<file path="src/rtl/seg_pkg.sv">
// Shared constants for the seven-segment scan controller: the blank segment
// word and the active-low hex glyph table, bit order {g,f,e,d,c,b,a}.
package seg_pkg;

    localparam logic [7:0] SEG_OFF = 8'hFF;

    // Entry 15 first so HEX_SEG_TABLE[n] selects the glyph for nibble n.
    localparam logic [15:0][6:0] HEX_SEG_TABLE = {
        7'b0001110,  // F
        7'b0000110,  // E
        7'b0100001,  // d
        7'b1000110,  // C
        7'b0000011,  // b
        7'b0001000,  // A
        7'b0010000,  // 9
        7'b0000000,  // 8
        7'b1111000,  // 7
        7'b0000010,  // 6
        7'b0010010,  // 5
        7'b0011001,  // 4
        7'b0110000,  // 3
        7'b0100100,  // 2
        7'b1111001,  // 1
        7'b1000000   // 0
    };

endpackage

</file>
<file path="src/rtl/hex_to_seg.sv">
// Combinational hex nibble to active-low seven-segment glyph decoder.
module hex_to_seg
    import seg_pkg::*;
(
    input  logic [3:0] I_hex,
    output logic [6:0] O_seg
);

    // Table lookup of the glyph for the incoming nibble
    always_comb begin
        O_seg = HEX_SEG_TABLE[I_hex];
    end

endmodule

</file>
<file path="src/rtl/seg_scan_ctrl.sv">
// Multiplexed seven-segment scan controller: time-slices N_DIGITS digits,
// applies a blank guard and PWM-style brightness window per slot, and shows
// frame-consistent data captured once per frame.
module seg_scan_ctrl
    import seg_pkg::*;
#(
    parameter int N_DIGITS  = 4,
    parameter int SCAN_DIV  = 1000,
    parameter int BLANK_CYC = 16
) (
    input  logic                  I_clk,
    input  logic                  I_rst_n,
    input  logic                  I_en,
    input  logic [4*N_DIGITS-1:0] I_data,
    input  logic [N_DIGITS-1:0]   I_dp,
    input  logic                  I_lz_en,
    input  logic [3:0]            I_bright,
    output logic [N_DIGITS-1:0]   O_an,
    output logic [7:0]            O_seg,
    output logic                  O_frame
);

    localparam int unsigned STEP = (SCAN_DIV - BLANK_CYC) / 15;
    localparam int unsigned CW   = $clog2(SCAN_DIV);
    localparam int unsigned IW   = (N_DIGITS > 1) ? $clog2(N_DIGITS) : 1;
    localparam logic [CW-1:0] CNT_LAST = CW'(SCAN_DIV - 1);
    localparam logic [IW-1:0] IDX_LAST = IW'(N_DIGITS - 1);

    if (SCAN_DIV < BLANK_CYC + 15) begin : g_bad_scan_div
        $error("seg_scan_ctrl: SCAN_DIV must be >= BLANK_CYC + 15");
    end
    if (N_DIGITS < 2 || N_DIGITS > 8) begin : g_bad_n_digits
        $error("seg_scan_ctrl: N_DIGITS must be in 2..8");
    end

    logic [CW-1:0]         cnt_q, cnt_d;
    logic [IW-1:0]         idx_q, idx_d;
    logic [4*N_DIGITS-1:0] sh_data_q, sh_data_d;
    logic [N_DIGITS-1:0]   sh_dp_q, sh_dp_d;
    logic                  sh_lz_q, sh_lz_d;
    logic [N_DIGITS-1:0]   an_q, an_d;
    logic [7:0]            seg_q, seg_d;
    logic                  frame_q, frame_d;

    logic                  on_win;
    logic [31:0]           cnt_ext;
    logic [31:0]           win_end;
    logic [N_DIGITS-1:0]   lz_blank;
    logic                  upper_zero;
    logic [N_DIGITS-1:0]   sel_onehot;
    logic [3:0]            nib;
    logic                  dp_bit;
    logic                  blank_sel;
    logic [6:0]            seg_pat;

    hex_to_seg u_dec (
        .I_hex (nib),
        .O_seg (seg_pat)
    );

    // Slot/digit counters; shadow capture and frame pulse on the digit wrap
    always_comb begin
        cnt_d     = cnt_q + CW'(1);
        idx_d     = idx_q;
        sh_data_d = sh_data_q;
        sh_dp_d   = sh_dp_q;
        sh_lz_d   = sh_lz_q;
        frame_d   = 1'b0;
        if (cnt_q == CNT_LAST) begin
            cnt_d = '0;
            if (idx_q == IDX_LAST) begin
                idx_d     = '0;
                sh_data_d = I_data;
                sh_dp_d   = I_dp;
                sh_lz_d   = I_lz_en;
                frame_d   = 1'b1;
            end else begin
                idx_d = idx_q + IW'(1);
            end
        end
    end

    // Brightness on-window within the slot, after the anti-ghost blank
    always_comb begin
        cnt_ext = 32'(cnt_q);
        win_end = 32'(BLANK_CYC) + 32'(I_bright) * 32'(STEP);
        on_win  = (cnt_ext >= 32'(BLANK_CYC)) && (cnt_ext < win_end);
    end

    // Leading-zero mask: walk from the top digit down while nibbles stay zero
    always_comb begin
        upper_zero = 1'b1;
        lz_blank   = '0;
        for (int unsigned i = 0; i < N_DIGITS; i++) begin
            upper_zero = upper_zero && (sh_data_q[4*(N_DIGITS-1-i) +: 4] == 4'h0);
            lz_blank[N_DIGITS-1-i] = upper_zero && sh_lz_q && (N_DIGITS - 1 - i != 0);
        end
    end

    // Select the active digit's nibble, dp bit and suppression flag
    always_comb begin
        nib        = '0;
        dp_bit     = 1'b0;
        blank_sel  = 1'b0;
        sel_onehot = '0;
        for (int unsigned i = 0; i < N_DIGITS; i++) begin
            if (idx_q == IW'(i)) begin
                nib           = sh_data_q[4*i +: 4];
                dp_bit        = sh_dp_q[i];
                blank_sel     = lz_blank[i];
                sel_onehot[i] = 1'b1;
            end
        end
    end

    // Next anode/segment words; segments follow the window, anodes also gate on enable
    always_comb begin
        an_d  = '1;
        seg_d = SEG_OFF;
        if (on_win) begin
            seg_d = {~dp_bit, seg_pat};
            if (I_en && !blank_sel) begin
                an_d = ~sel_onehot;
            end
        end
    end

    // State and registered outputs
    always_ff @(posedge I_clk or negedge I_rst_n) begin
        if (!I_rst_n) begin
            cnt_q     <= '0;
            idx_q     <= '0;
            sh_data_q <= '0;
            sh_dp_q   <= '0;
            sh_lz_q   <= 1'b0;
            an_q      <= '1;
            seg_q     <= SEG_OFF;
            frame_q   <= 1'b0;
        end else begin
            cnt_q     <= cnt_d;
            idx_q     <= idx_d;
            sh_data_q <= sh_data_d;
            sh_dp_q   <= sh_dp_d;
            sh_lz_q   <= sh_lz_d;
            an_q      <= an_d;
            seg_q     <= seg_d;
            frame_q   <= frame_d;
        end
    end

    assign O_an    = an_q;
    assign O_seg   = seg_q;
    assign O_frame = frame_q;

endmodule
</file>
<file path="config.mk">
export PLATFORM = sky130hd
export DESIGN_NAME = seg_scan_ctrl
export DESIGN_NICKNAME = d
export VERILOG_FILES = /design/src/rtl/seg_pkg.sv /design/src/rtl/hex_to_seg.sv /design/src/rtl/seg_scan_ctrl.sv
export SDC_FILE = /design/constraint.sdc
export NUM_CORES = 1
export LEC_CHECK = 0
export ABC_AREA = 1
export BUFFER_PORTS_ARGS = -buffer_cell sky130_fd_sc_hd__buf_4
export CAP_MARGIN = 10
export CORE_ASPECT_RATIO = 0.5
export CORE_MARGIN = 2
export CORE_UTILIZATION = 47
export DETAILED_ROUTE_END_ITERATION = 7
export PLACE_DENSITY_LB_ADDON = 0.08
export SLEW_MARGIN = 15
export SYNTH_ARGS = -nofsm -noshare
export SYNTH_HDL_FRONTEND = slang
export SYNTH_SLANG_ARGS = --single-unit
</file>
<file path="constraint.sdc">
create_clock -name I_clk -period 3.3 [get_ports I_clk]
set_input_delay 0.495 -clock I_clk [delete_from_list [all_inputs] [get_ports I_clk]]
set_output_delay 0.495 -clock I_clk [all_outputs]
set_load 0.03 [all_outputs]
</file>
Word-level counts from Yosys, hierarchy flattened:

Memories as Yosys holds them, arrays and structs flattened.
Index checks and enable logic that the tools add are counted.
Widths: inputs -> output; s select.

* add/sub/neg operators: 3
* $mul: 1
* order comparisons: 3
* equal/unequal tests: 4
* mux-type cells: 22
* bitwise operators: 2
* reductions and logical operators: 13

Operators by type and width (number)
* $mux 4: 6
* $add 5x11->12 const A: 1
* $logic_not 4->1: 3
* $lt 10x12->1: 1
* $mux 1: 12
* $mul 4x7->11 const B: 1
* $add 10x1->10 const B: 1
* $eq 10x10->1 const B: 1
* $ge 10x5->1 const B: 1
* $mux 10: 1
* $mux 8: 1
* $logic_and 1x1->1: 7
* $mux 7: 1
* $lt 4x5->1 const B: 1
* $eq 2x2->1 const B: 2
* $not 4->4: 1
* $add 2x1->2 const B: 1
* $eq 2x1->1 const B: 1
* $logic_not 2->1: 1
* $mux 2: 1
* $reduce_and 2->1: 1
* $logic_not 1->1: 1
* $not 1->1: 1

* flip-flop bits (word level): 46
* ROM bits: 112
* bits of input ports: 28
* logic and storage cells: 57
* memories kept: 1

Memories
* (no name shown): words 16, bits a word 7, rd ports 1, clocked after memory_dff 0, wr ports 0, RTL line hex_to_seg.sv:11 `O_seg = HEX_SEG_TABLE[I_hex];`

Logic depth before layout (Yosys ltp):

Gate-level depths: netlist of the first run.

* depth after elaboration: 11
* depth in mapped cells: 13
* gate-level depth less buffers: 13

Cells and area by module:

Synthesis of the first run repeated with hierarchy kept, for this count alone.

* cell total of the unflattened synthesis: 333
* area, all modules: 2580.0 µm²

Modules (own cells, without submodules)
* seg_scan_ctrl: times used 1, cells an instance 284, area an instance 2306.0 µm², sequential area each 1166.1 µm²
* hex_to_seg: times used 1, cells an instance 49, area an instance 274.0 µm², sequential area each 0.0 µm²

Least setup slack after synthesis of the first run:

Ideal clock, no wire load.

* path kind: flip-flop to flip-flop
* from: register idx_q[0]
* to: register seg_q[3] (netlist: O_seg[3])
* setup time: 77 ps
* arrival: 1767 ps
* data required time: 3223 ps
* path slack: 1456 ps
* stages on the path, launching flop included: 13
* buffers on the path: 0
* cell sequence: dfrtp_1 inv_1 ha_1 inv_2 nand3_1 nand2_1 nand2_1 inv_1 ha_1 nand3_1 nand3_1 nand2_1 nand2_1

* longest elaborated chain between the ends: 8
* elaborated cells on any way between the ends: 11

RTL lines
* start, declared: RTL line seg_scan_ctrl.sv:37 `logic [IW-1:0] idx_q, idx_d;`
* start signal, assigned: RTL line seg_scan_ctrl.sv:141 `idx_q <= idx_d;`
* $logic_not 2->1: RTL line seg_scan_ctrl.sv:107 `if (idx_q == IW'(i)) begin`
* $mux 4 (3 in a row): RTL line seg_scan_ctrl.sv:107
* $mux 4 (*): RTL line seg_scan_ctrl.sv:107
* $mem_v2 16x7 (*)
* $mux 7 (implied by the code) (*): RTL line hex_to_seg.sv:11
* $mux 8 (*): RTL line seg_scan_ctrl.sv:120 `if (on_win) begin`
* via seg_d[3]: RTL line seg_scan_ctrl.sv:42 `logic [7:0] seg_q, seg_d;`
* end signal, assigned: RTL line seg_scan_ctrl.sv:146 `seg_q <= seg_d;`
* end, declared: RTL line seg_scan_ctrl.sv:42

The timed path passes the listed nets; every way through them passes the cells marked *. The select of a mux whose other input is x is not followed.
A chain may end at the register's enable or synchronous reset.

Worst setup path after layout of the first run:

* from: register idx_q[0]
* to: register seg_q[6] (netlist: O_seg[6])

Same word-level chain as after synthesis.

==> results of run 1 <==
## cell families (layout without fill, tap and decap cells)
| kind of cell | after synthesis | in the layout | synth area share |
|---|---|---|---|
| and+or+nand+nor | 160 | 160 | 0.2724 |
| adders and majority gates | 20 | 20 | 0.09346 |
| DFF | 46 | 46 | 0.4355 |
| xor gates and xnor gates | 2 | 2 | 0.006543 |
| buffers and inverters | 48 | 88 | 0.08271 |
| AOI/OAI and AO/OA | 46 | 46 | 0.1094 |
## cell usage in the layout (no fill, tap or decap), drive strengths merged
master and n:
ha 20, clkinv 1, nor3 5, buf 40
xor2 2, inv 40, nand4 3, dfstp 12
nand3 31, nand2 95, a21o 1, nor2 25
clkbuf 7, nor4 1, dfrtp 34, a21boi 1
o22ai 1, a21oi 15, o21ai 28
## critical path, delay by kind of cell, from the launching register on
family / cells / cell delay, ns
flops: 1 / 0.41
fa+ha+maj: 2 / 0.60
buf+inv: 3 / 0.39
simple gates: 7 / 0.71
## per-layer routing
layer	track usage	routed length [um]
met5	0	0
met4	0.05536	46
met3	0.04251	256
met2	0.3085	2452
met1	0.2608	2776
## area by class of cell
| cell class | instances | area [um2] | share of cell area |
|---|---|---|---|
| repair buffers | 40 | 300.3 | 0.09539 |
| inverters | 40 | 152.6 | 0.04849 |
| clock inverters | 1 | 5.005 | 0.001590 |
| well taps | 73 | 91.34 | 0.02901 |
| flip-flops and latches | 46 | 1166 | 0.3704 |
| clock buffers | 7 | 142.6 | 0.04531 |
| multi-input cells | 228 | 1290 | 0.4098 |
## power by group through the flow
stage / Combinational (mW) / Sequential (mW) / Clock (mW)
2_1_floorplan: 0.00975 / 0.584 / 0
3_3_place_gp: 0.0547 / 0.579 / 0
3_5_place_dp: 0.0559 / 0.579 / 0
4_1_cts: 0.0559 / 0.569 / 0.513
5_1_grt: 0.0616 / 0.569 / 0.542
6_report: 0.0543 / 0.569 / 0.498
## sequential cells by signal, indices dropped and copies added, names as in the netlist
signal	flops
sh_lz_q	1
sh_data_q	16
sh_dp_q	4
cnt_q	10
O_seg	8
O_an	4
idx_q	2
O_frame	1
## worst paths after layout
path	startpoint	endpoint	slack [ns]	cells after the start
max	idx_q[0]$_DFFE_PN0N_	O_seg[6]$_DFF_PN1_	1.12	12
min	I_rst_n	O_frame$_DFF_PN0_	0.20	1
max reg2reg	idx_q[0]$_DFFE_PN0N_	O_seg[6]$_DFF_PN1_	1.12	12
min reg2reg	sh_lz_q$_DFFE_PN0P_	sh_lz_q$_DFFE_PN0P_	0.51	2
max in group asynchronous	I_rst_n	O_seg[1]$_DFF_PN1_	2.70	1
min in group I_clk	I_data[2]	sh_data_q[2]$_DFFE_PN0P_	0.41	3
==> impl_metrics.py, run 1 <==
metrics = {
    "grt": {
        "grt.overflow.total": 0,
        "grt_max_degree": 47,
        "grt_usage": 0.1900,
        "antenna_found_initial": 0,
        "grt_pass1_vias": 2141,
        "grt_pass1_wl_um": 9708,
    },
    "yosys": {
        "synthTopCellsByCount": "nand2_1 (89), dfrtp_1 (34), inv_1 (34), nand3_1 (29), nor2_1 (22)",
        "yosysTopAreaCell": "dfrtp_1",
        "synth_top_area_frac": 0.3178,
        "ys_ff_latch": 46,
        "syn_inst": 322,
        "syn-cell-area_um2": 2678,
        "avgSynthCellArea_um2": 8.315,
        "synth_area_leaders": "dfrtp_1 (32%), nand2_1 (12%), dfstp_2 (12%), ha_1 (9.3%), nand3_1 (5.4%)",
        "yosysSeqAreaShare": 0.4355,
        "yosys.cell_types.count": 33,
        "yosys_most_used_dff": "dfrtp_1",
        "synth_nets": 370,
        "synth_edf_count": 0,
        "synth.most_common_cell": "nand2_1",
        "ys_warn_count": 0,
        "async_reset_ff_frac": 1.000,
    },
    "critical_path": {
        "max_stage_delay_ns": 0.41,
        "end_kind": "flip-flop",
        "arrival_ns": 2.38,
        "path_cells": "inv_1, ha_1, inv_2, nand3_1, nand2_1, nand2_1, inv_1, ha_1, nand3_1, nand3_1, nand2_1, nand2_1",
        "path_class": "flip-flop to flip-flop",
        "startpoint_type": "flip-flop",
        "critPathMostFrequentCell": "nand2_1",
        "critPathRequiredTime_ns": 3.49,
        "path_max_fanout": 7,
        "crit_slowest_cell": "dfrtp_1",
    },
    "place": {
        "dp.cells": 427,
        "place.gp.congestion": 0.8644,
        "dp_hpwl_um": 4177,
        "dp_slack_ns": 1.132,
        "placed_cell_area_um2": 3000,
        "portBuffers": 40,
    },
    "timing": {
        "finalHoldViolCount": 0,
        "setup_tns_ns": 0,
        "slew_headroom": 0.6228,
        "rsz0062_at_grt": "false",
        "whs_ns": 0.2039,
        "setup_viol": 0,
        "slew_violations": 0,
        "period_needed_ns": 2.184,
        "final.period_utilization": 0.6618,
        "worstMarginPinSlew_ns": 0.5658,
        "clock_skew_ns": 0.004903,
        "max_freq_ghz": 0.4579,
        "setup_ws_ns": 1.116,
    },
    "clock_tree": {
        "cts_resized": 0,
        "cts_tree": "built",
        "cts-root-buf": "clkbuf_16",
        "numCtsBuffers": 5,
        "clock-sinks": 46,
        "post_cts_buffers": 0,
        "clkTransAtPathRegs_ns": 0.06,
        "ctsHtreeMaxLevel": 2,
        "cts_hold_buf": 0,
        "clkLatencyLatePin_ns": 0.28,
        "clk_path_buf_depth": 2,
    },
    "power_and_ir_drop": {
        "p_leak_nw": 1.564,
        "internal_power_uw": 895.5,
        "ir_drop_mv": 0.2002,
        "power_frac_comb": 0.048,
        "p_per_area_nw_per_um2": 356.3,
        "p_clk_frac": 0.444,
        "p_sw_uw": 226.2,
        "swShare": 0.2017,
        "power.total_mw": 1.122,
        "pwr-share-seq": 0.507,
    },
    "layout": {
        "finish.utilization": 0.5733,
        "layout.cells.non_filler": 435,
        "antennaDiodeCount": 0,
        "nets": 409,
        "finalInstanceArea_um2": 3148,
        "area_growth_syn_to_layout_pct": 17.57,
        "num-fill-cells": 532,
        "drive_gt1_frac": 0.2431,
    },
    "floorplanning": {
        "fp.dieH_um": 57.37,
        "coreArea_um2": 5492,
        "rows": 19,
        "die_area_um2": 6353,
        "io_pins": 41,
        "initial_utilization": 0.4876,
        "die_w_um": 110.7,
    },
    "routing": {
        "via_per_inst": 5.090,
        "vias": 2214,
        "first_pass_iters": 4,
        "routed_wl_um": 5532,
        "drt-initial-drc-count": 83,
        "drt-wirelength-per-cell_um": 12.72,
        "drcViolationCount": 0,
        "drtAntennaViolNets": 0,
    },
    "run": {
        "drv_cap": 0,
    },
    "outcome": {
        "status": "complete, no violations",
    },
    "worst_hold_path": {
        "hp-class": "input port to async pin",
    },
}
Power figures use the tool's default switching activity.
==> run 2: changes to the inputs <==
ABC_AREA = 0   (was 1)
clock period = 2.3 ns   (was 3.3 ns; I/O delays follow)
==> run 2 against run 1 <==
  * Wire length down 12%
  * Count of clock-buffer cells in the layout did not move
  * Synthesized area is 5.2% lower
  * Critical path depth is 3 lower
  * Largest power group unchanged
  * Final area fell by 2.8%
  * Via count is 19% lower
  * Clock power hardly changed
  * Power rose by 40%
  * Cell count down 21%
  * Hold slack worse by 0.16 ns
==> impl_metrics.py, run 2 <==
metrics = {
    "routing": {
        "first_pass_iters": 4,
        "via_per_inst": 5.275,
        "drt-initial-drc-count": 43,
        "drtAntennaViolNets": 0,
        "vias": 1804,
        "drt-wirelength-per-cell_um": 14.18,
        "drcViolationCount": 0,
        "routed_wl_um": 4850,
    },
    "yosys": {
        "yosysSeqAreaShare": 0.4593,
        "synth_area_leaders": "dfrtp_1 (34%), dfstp_2 (12%), ha_1 (9.9%), mux2_2 (9.3%), nand2_1 (2.2%)",
        "ys_warn_count": 0,
        "synth_nets": 272,
        "syn-cell-area_um2": 2539,
        "async_reset_ff_frac": 1.000,
        "yosys_most_used_dff": "dfrtp_1",
        "synth.most_common_cell": "dfrtp_1",
        "yosys.cell_types.count": 48,
        "synth_top_area_frac": 0.3351,
        "syn_inst": 224,
        "yosysTopAreaCell": "dfrtp_1",
        "synthTopCellsByCount": "dfrtp_1 (34), mux2_2 (21), ha_1 (20), nand2_1 (15), nor2_1 (13)",
        "avgSynthCellArea_um2": 11.33,
        "ys_ff_latch": 46,
        "synth_edf_count": 0,
    },
    "layout": {
        "nets": 319,
        "drive_gt1_frac": 0.3934,
        "finish.utilization": 0.6040,
        "layout.cells.non_filler": 342,
        "layout_commonest_cell": "buf_4",
        "largest_register_ffs": 16,
        "antennaDiodeCount": 0,
        "finalInstanceArea_um2": 3060,
        "layout_common_cells": "buf_4 (51), dfrtp_1 (33), mux2_2 (21)",
        "area_growth_syn_to_layout_pct": 20.55,
        "top_register": "sh_data_q",
    },
    "floorplanning": {
        "die_area_um2": 6041,
        "initial_utilization": 0.5010,
        "io_pins": 41,
        "rows": 18,
        "coreArea_um2": 5067,
        "fp.dieH_um": 55.97,
        "die_w_um": 107.9,
    },
    "run": {
        "drv_cap": 0,
    },
    "timing": {
        "setup_ws_ns": 0.1254,
        "max_freq_ghz": 0.4599,
        "period_needed_ns": 2.175,
        "worstMarginPinSlew_ns": 0.5690,
        "slew_violations": 0,
        "final.period_utilization": 0.9455,
        "clock_skew_ns": 0.007154,
        "setup_viol": 0,
        "finalHoldViolCount": 0,
        "slew_headroom": 0.6206,
    },
    "power_and_ir_drop": {
        "power.total_mw": 1.565,
        "p_per_area_nw_per_um2": 511.4,
        "p_leak_nw": 1.394,
        "ir_drop_mv": 0.2595,
    },
    "clock_tree": {
        "cts_hold_buf": 0,
        "cts_resized": 0,
        "clkLatencyLatePin_ns": 0.29,
        "ctsHtreeMaxLevel": 2,
        "cts_tree": "built",
        "post_cts_buffers": 0,
        "clk_path_buf_depth": 2,
        "cts-root-buf": "clkbuf_8",
        "clkTransAtPathRegs_ns": 0.08,
        "clock-sinks": 46,
        "numCtsBuffers": 5,
    },
    "critical_path": {
        "startpoint_type": "flip-flop",
        "path_max_fanout": 10,
        "path_class": "flip-flop to flip-flop",
        "end_kind": "flip-flop",
        "crit_buf_inv": 2,
        "arrival_ns": 2.40,
        "reg2reg_slack_ns": 0.13,
        "crit_slowest_cell": "dfrtp_2",
        "max_stage_delay_ns": 0.42,
        "path_cells": "inv_1, ha_2, a211oi_1, a211oi_2, buf_4, ha_1, or3_1, o221ai_1, nand2_1",
        "critPathRequiredTime_ns": 2.52,
        "cp_top_family": "compound AO/OA/AOI/OAI gates",
    },
    "place": {
        "dp_hpwl_um": 3648,
        "dp.cells": 334,
        "place.gp.congestion": 0.8762,
        "placed_cell_area_um2": 2940,
        "portBuffers": 40,
        "dp_slack_ns": 0.09703,
    },
    "worst_hold_path": {
        "hp-class": "input port to async pin",
    },
    "grt": {
        "antenna_found_initial": 0,
        "grt_pass1_vias": 1749,
        "grt_usage": 0.1726,
        "grt.overflow.total": 0,
        "grt_pass1_wl_um": 8231,
        "grt_max_degree": 47,
    },
    "outcome": {
        "status": "complete, no violations",
    },
}
-- run 2: cells by family after synthesis --
kind of cell | Yosys count | synth area share
AO/OA/AOI/OAI | 39 | 0.1148
XOR/XNOR | 8 | 0.02760
adder cells (fa/ha/maj) | 20 | 0.09857
buffers and inverters | 22 | 0.04534
flip-flops | 46 | 0.4593
multiplexers | 23 | 0.1010
AND/OR/NAND/NOR | 66 | 0.1533
-- run 2: final timing paths --
check | startpoint | endpoint | cells after the start
min | I_rst_n | sh_data_q[1]$_DFFE_PN0P_ | 1
min in group I_clk | I_dp[2] | sh_dp_q[2]$_DFFE_PN0P_ | 2
max reg2reg | idx_q[0]$_DFFE_PN0N_ | O_seg[0]$_DFF_PN1_ | 9
max in group asynchronous | I_rst_n | idx_q[0]$_DFFE_PN0N_ | 1
max | idx_q[0]$_DFFE_PN0N_ | O_seg[0]$_DFF_PN1_ | 9
min reg2reg | cnt_q[0]$_DFF_PN0_ | cnt_q[0]$_DFF_PN0_ | 1
-- run 2: layer usage --
metal  vias up  GRT usage  share of wire
li1        886          -              -
met1       892     0.2468           0.51
met2        24     0.2633           0.45
met3         2    0.03864          0.028
met4         0    0.04945         0.0056
met5         -          0              0
-- run 2: power breakdown --
part / internal, mW / total (mW) / switching, mW
Combinational: 0.0966 / 0.200 / 0.104
Clock: 0.242 / 0.495 / 0.252
Sequential: 0.852 / 0.870 / 0.0182
Total: 1.19 / 1.57 / 0.374
-- run 2: area by class of cell --
cell class / count / area [um2]
clock inverter: 1 / 5.005
multi-input combinational: 156 / 1290
fill: 427 / 2007
inverter: 11 / 41.29
timing repair buffer: 51 / 382.9
tap: 70 / 87.58
sequential: 46 / 1167
clock buffer: 7 / 86.33
-- run 2: stage by stage --
stage	TNS, ns	hold WS [ns]
finish	0	0.04465
global route	-0.03776	0.08497
CTS	0	0.06067
detailed placement	0	0.3825
global placement	0	0.3694
floorplan	0	0.04941
-- run 2: worst register-to-register path: cells and delay by family (launching register included) --
family                   cells  cell delay [ns]
AO/OA/AOI/OAI                3             0.50
buffers and inverters        2             0.26
flip-flops                   1             0.42
AND/OR/NAND/NOR              2             0.46
adder cells (fa/ha/maj)      2             0.48
